[src/rtl/cpu_sequencer.sv]
// Multi-cycle FETCH/DECODE/EXECUTE/MEM/WB sequencer for the RISC-V core.
// Owns the PC, gates RF/DMEM write enables, provides run/step/halt and counters.
module cpu_sequencer #(
  parameter int unsigned  IMEM_LATENCY = 2,
  parameter int unsigned  DMEM_LATENCY = 2,
  parameter logic [31:0]  PC_RESET     = 32'h0000_0000
) (
  input  logic        clk_100mhz,
  input  logic        rst_n_in,
  input  logic        run_in,
  input  logic        step_in,
  input  logic        halt_in,
  input  logic        is_load_in,
  input  logic        is_store_in,
  input  logic        wb_en_in,
  input  logic [31:0] next_pc_in,
  output logic [31:0] pc_out,
  output logic        inst_latch_out,
  output logic        rf_we_out,
  output logic        dmem_we_out,
  output logic [2:0]  state_out,
  output logic        retire_out,
  output logic        halted_out,
  output logic [31:0] cycle_count_out,
  output logic [31:0] instret_out
);

  typedef enum logic [2:0] {
    IDLE    = 3'd0,
    FETCH   = 3'd1,
    DECODE  = 3'd2,
    EXECUTE = 3'd3,
    MEM     = 3'd4,
    WB      = 3'd5
  } state_t;

  localparam logic [2:0] FETCH_WAIT = 3'(IMEM_LATENCY);
  localparam logic [2:0] LOAD_WAIT  = 3'(DMEM_LATENCY);

  state_t      state, next_state;
  logic [2:0]  wait_cnt, next_wait;
  logic        mem_load;
  logic        one_shot;
  logic [31:0] pc;
  logic [31:0] cycle_cnt;
  logic [31:0] instret_cnt;

  always_comb begin
    next_state = state;
    case (state)
      IDLE:    if (!halt_in && (run_in || step_in)) next_state = FETCH;
      FETCH:   if (wait_cnt == 3'd0) next_state = DECODE;
      DECODE:  next_state = EXECUTE;
      EXECUTE: next_state = (is_load_in || is_store_in) ? MEM : WB;
      MEM:     if (wait_cnt == 3'd0) next_state = WB;
      WB:      next_state = (halt_in || one_shot || !run_in) ? IDLE : FETCH;
      default: next_state = IDLE;
    endcase
  end

  // Counter reloads on every state change so each visit sees the full latency.
  always_comb begin
    next_wait = '0;
    if (next_state != state) begin
      case (next_state)
        FETCH:   next_wait = FETCH_WAIT;
        MEM:     next_wait = is_load_in ? LOAD_WAIT : 3'd0;
        default: next_wait = '0;
      endcase
    end else if (wait_cnt != 3'd0) begin
      next_wait = wait_cnt - 3'd1;
    end
  end

  always_ff @(posedge clk_100mhz or negedge rst_n_in) begin
    if (!rst_n_in) begin
      state       <= IDLE;
      wait_cnt    <= '0;
      mem_load    <= 1'b0;
      one_shot    <= 1'b0;
      pc          <= PC_RESET;
      cycle_cnt   <= '0;
      instret_cnt <= '0;
    end else begin
      state    <= next_state;
      wait_cnt <= next_wait;
      if (state != IDLE) cycle_cnt <= cycle_cnt + 32'd1;
      if (state == EXECUTE) mem_load <= is_load_in;
      if (state == IDLE && next_state == FETCH && step_in) one_shot <= 1'b1;
      if (state == WB) begin
        one_shot    <= 1'b0;
        pc          <= next_pc_in;
        instret_cnt <= instret_cnt + 32'd1;
      end
    end
  end

  assign pc_out          = pc;
  assign inst_latch_out  = (state == FETCH) && (wait_cnt == 3'd0);
  assign rf_we_out       = (state == WB) && wb_en_in;
  assign dmem_we_out     = (state == MEM) && !mem_load;
  assign state_out       = state;
  assign retire_out      = (state == WB);
  assign halted_out      = (state == IDLE);
  assign cycle_count_out = cycle_cnt;
  assign instret_out     = instret_cnt;

endmodule

[config.mk]
export PLATFORM = sky130hd
export DESIGN_NAME = cpu_sequencer
export DESIGN_NICKNAME = d
export VERILOG_FILES = /design/src/rtl/cpu_sequencer.sv
export SDC_FILE = /design/constraint.sdc
export NUM_CORES = 1
export LEC_CHECK = 0
export ABC_AREA = 1
export CORE_ASPECT_RATIO = 1.75
export CORE_MARGIN = 2
export CORE_UTILIZATION = 52
export DETAILED_ROUTE_END_ITERATION = 12
export PLACE_DENSITY = 0.86
export RECOVER_POWER = 50
export SLEW_MARGIN = 10
export SYNTH_ARGS = -nofsm -noshare
export SYNTH_HDL_FRONTEND = slang
export SYNTH_SLANG_ARGS = --single-unit
export TNS_END_PERCENT = 1
[constraint.sdc]
create_clock -name clk_100mhz -period 4.8 [get_ports clk_100mhz]
set_clock_uncertainty 0.1 [all_clocks]
set_input_delay 0.48 -clock clk_100mhz [delete_from_list [all_inputs] [get_ports clk_100mhz]]
set_output_delay 0.48 -clock clk_100mhz [all_outputs]
set_load 0.01 [all_outputs]
# Yosys cells after proc, flatten, opt, wreduce, memory -nomap -nowiden
# Cells that the tools add are included.
# word_totals
reg_bits	104
in_bits	40
out_inout_bits	104
word_cells	48
# classes
add_sub_neg	3
eq_ne	8
n_mux	12
reduce_logical	18
# ops
cell	count
$add 32x1->32 const B	2
$pmux 3 s6	1
$mux 3	5
$eq 3x3->1 const B	3
$eq 3x1->1 const B	2
$eq 3x2->1 const B	2
$logic_and 1x1->1	6
$logic_not 3->1	2
$reduce_bool 3->1	2
$logic_or 1x1->1	4
$mux 1	4
$pmux 2 s2	1
$logic_not 1->1	3
$ne 3x3->1	1
$sub 3x1->3 const B	1
$mux 2	1
$reduce_bool 2->1	1

# Logic depth before layout (Yosys ltp)
# logic_depth
ltp_word	9
depth_mapped	11
depth_no_buf	11

# Worst setup path after synthesis
# OpenSTA, ideal clock, no wires.
# synth_timing
kind	flip-flop to output port
start	register state[1], in the netlist state_out[1]
end	output port rf_we_out
t_arrival_ns	1.225
t_required_ns	4.220
slack_ns	2.995
stages_incl_launch_ff	6
path_buffers	2
path_cell_list	dfrtp_1 -> inv_1 -> nand3_2 -> buf_2 -> clkbuf_1 -> nor2_1
# synth_between
elab_chain_cells	2
# synth_rtl
element	line_no	text
start, declared	40	state_t state, next_state;
start signal, assigned	85	state <= next_state;
$eq 3x3->1	100	assign rf_we_out = (state == WB) && wb_en_in;
$logic_and 1x1->1	100	
end, declared	19	output logic rf_we_out,
# No other way between the ends.

# Worst setup path in the final report
# layout_timing
start	register state[1], in the netlist state_out[1]
end	output port retire_out
# layout_between
elab_chain_cells	1
# layout_rtl
element	line_no	text
$eq 3x3->1	103	assign retire_out = (state == WB);
end, declared	22	output logic retire_out,
# No other way between the ends.

==> summary.md <==
| Metric | Value |
|---|---|
| Outcome | finished with violations |
| Violated checks | max-capacitance violations, max-slew violations |
| Antenna Cells | 0 |
| # IOs | 144 |
| Synthesized netlist net count | 693 |
| Routed Wire Length | 14100 um |
| CTS root buf | clkbuf_16 |
| Post-synth cell types | 32 |
| Core Util, Final | 71.1% |
| ANT nets after route | 0 |
| WL per Instance | 15.2 um |
| GR Util met3 | 7.30% |
| Die Wd | 79.3 um |
| Grt peak-use layer | met2 |
| Total clock sinks | 104 |
| Top_reg_cell synth | dfrtp_1 |
| Largest net degree at the start of global routing | 76 |
| Worst hold margin | 0.374 ns |
| Max incr delay on CP | 0.70 ns |
| Share of the synthesized area in the top cell type | 50.4% |
| Placed insts | 911 |
| Hold_buf cts | 0 |
| Clock Latency Late Sink | 0.34 ns |
| GPL Wtd Cong | 0.996 |
| H-tree depth | 3 |
| Worst relative slew slack | -24.9% |
| Cell area power density | 439 nW/um^2 |
| Most common cell in the netlist | nand2_1 |
| Max_cap viols | 2 |
| Post-synth EDFFs | 0 |
| Vias per cell | 5.25 |
| Row count | 48 |
| Top post-synthesis cells by area | dfrtp_1 50%, nand2_1 19%, xor2_1 6.4%, nor2_1 4.7%, inv_1 4.6% |
| Die area | 10800 um^2 |
| CP Data Arrival Time | 2.63 ns |
| Post-synth ARST share | 100% |
| Global-route wire length before repair | 23800 um |
| Synthesized flop and latch total | 104 |
| Period minus WS final | 3.21 ns |
| Tcrit/Tclk final | 66.9% |
| Worst-path clk slew | 0.07 ns |
| Worst setup EP type | primary output |
| VDD IR max | 335 uV |
| Share of post-route cells with drive strength above 1 | 4.36% |
| Yosys top cell by area | dfrtp_1 |
| CP Max Fanout | 51 |
| CP max stage cell | clkdlybuf4s50_1 |
| Initial antenna violation count | 0 |
| RSZ-0062 raised after global routing | false |
| Max Transition Viols Final | 107 |
| Fin nets | 839 |
| Setup TNS | 0 ns |
| Synth Cell Area | 5160 um^2 |
| Startpoint class of the critical path | flip-flop |
| Met1 Resource Use GR | 30.8% |
| Post-CTS setup buffers | 0 |
| Syn. warnings | 0 |
| Max Clk Rate | 311 MHz |
| Clock buffer depth | 2 |
| Core outline area | 9790 um^2 |
| WS Path Type | reg2out |
| HP Class | reg2reg |
| Chip height | 136 um |
| Vias | 4866 |
| Initial Util | 52.7% |
| FILL cells | 788 |
| GRT Util Overall | 28.3% |
| Final std cells w/o fill | 927 |
| Static leakage | 3.26 nW |
| Register area share after synthesis | 50.4% |
| CTS resizes | 0 |
| Synth cell count leaders | 258 x nand2_1, 104 x dfrtp_1, 64 x nor2_1, 63 x inv_1, 38 x xor2_1 |
| Worst EP required | 4.22 ns |
| M2 GR Usage | 50.0% |
| Buffers and inverters on the worst path | 4 |
| CP top delay family | buffers and inverters |
| Vias in the first global route | 5162 |
| Cell chain of the critical path | inv_1, nand3_2, buf_4, inv_2, clkdlybuf4s50_1 |
| IO buf count | 143 |
| GRT overflow | 0 |
| Syn_area_per_cell | 7.93 um^2 |
| Worst-margin pin slew | 1.87 ns |
| CTS tree | yes |
| Mapped Cells | 651 |
| Clock buffer count from CTS | 9 |
| Layout area overhead | 34.8% |
| 1st-pass router iterations | 5 |
| Residual DRC | 0 |
| Initial DRC Count | 265 |
| Final HPWL DP | 10700 um |
| Final Hold Fails | 0 |
| Final setup fails | 0 |
-- tightest hold or removal path, cell delays in order, from the launching register on --
cell	delay (ns)
dfrtp_1	0.34
nand2_1	0.05
nand2_1	0.05
-- flip-flops by register name, indices dropped and copies added, names as in the netlist --
signal	flops
state_out	3
instret_out	32
cycle_count_out	32
wait_cnt	3
pc_out	32
one_shot	1
mem_load	1
-- kinds of logic after synthesis --
group / synth area share (%)
buffers and inverters: 5.79
and+or+nand+nor: 33.5
muxes: 0.218
adders and majority gates: 0.485
DFF: 50.4
xor gates and xnor gates: 8.31
AOI/OAI and AO/OA: 1.26
-- final timing paths --
| path | startpoint | endpoint | slack (ns) | cells after the start |
|---|---|---|---|---|
| setup reg to reg | state_out[1]$_DFF_PN0_ | instret_out[27]$_DFFE_PN0N_ | 2.18 | 8 |
| setup / recovery | state_out[1]$_DFF_PN0_ | retire_out | 1.59 | 5 |
| hold reg to reg | pc_out[26]$_DFFE_PN0N_ | pc_out[26]$_DFFE_PN0N_ | 0.37 | 2 |
| max in group asynchronous | rst_n_in | pc_out[23]$_DFFE_PN0N_ | 1.79 | 2 |
| min in group asynchronous | rst_n_in | instret_out[14]$_DFFE_PN0N_ | 0.55 | 1 |
| hold / removal | pc_out[26]$_DFFE_PN0N_ | pc_out[26]$_DFFE_PN0N_ | 0.37 | 2 |
-- metrics by stage --
step                setup slack [ns]  instance area, um^2  power [mW]
CTS                             1.59                 7000        3.11
finish                          1.59                 6960        3.06
global route                    1.21                 6960        3.24
floorplan                       2.99                 5160        1.78
detailed placement              1.99                 6720        2.39
global placement                2.03                 6720        2.34
-- cells in the final DEF (no fill, tap or decap), types with 2 or more instances in the layout --
cell type	netlist	routed
o21ai_0	9	9
xnor2_1	11	11
nor2_1	64	68
nand3_1	27	27
nand4_1	8	9
nand3_2	2	2
a21oi_1	2	2
nand3b_1	3	3
dfrtp_1	104	104
xor2_1	38	38
clkdlybuf4s50_1	0	122
ha_1	2	2
inv_6	0	4
dlygate4sd3_1	0	20
nor3b_1	2	2
nor2_2	8	4
inv_1	63	64
nor3_2	4	2
o21ai_1	2	2
nand2_1	258	260
clkbuf_16	0	9
nor3_1	19	21
inv_2	4	3
-- where the power goes --
group / leakage (nW) / total, mW / internal [mW] / switching [mW]
combinational: 1.74 / 1.11 / 0.504 / 0.607
clock: 0.144 / 0.711 / 0.374 / 0.337
sequential: 1.37 / 1.23 / 1.08 / 0.153
total: 3.26 / 3.06 / 1.96 / 1.10
-- per-layer routing --
metal / vias up / routed length (um)
li1: 2297 / -
met1: 2277 / 4930
met2: 228 / 7550
met3: 64 / 994
met4: 0 / 662
met5: - / 0
-- layout make-up --
type	instances	area, um^2	area share [%]
Clock buffer	10	239	3.44
Inverter	67	251	3.62
Tap cell	125	156	2.25
Sequential cell	104	2600	37.4
Multi-Input combinational cell	470	2220	31.9
Timing Repair Buffer	145	1440	20.7
Clock inverter	6	48.8	0.701
No activity file was read; power rests on OpenSTA's default activity.
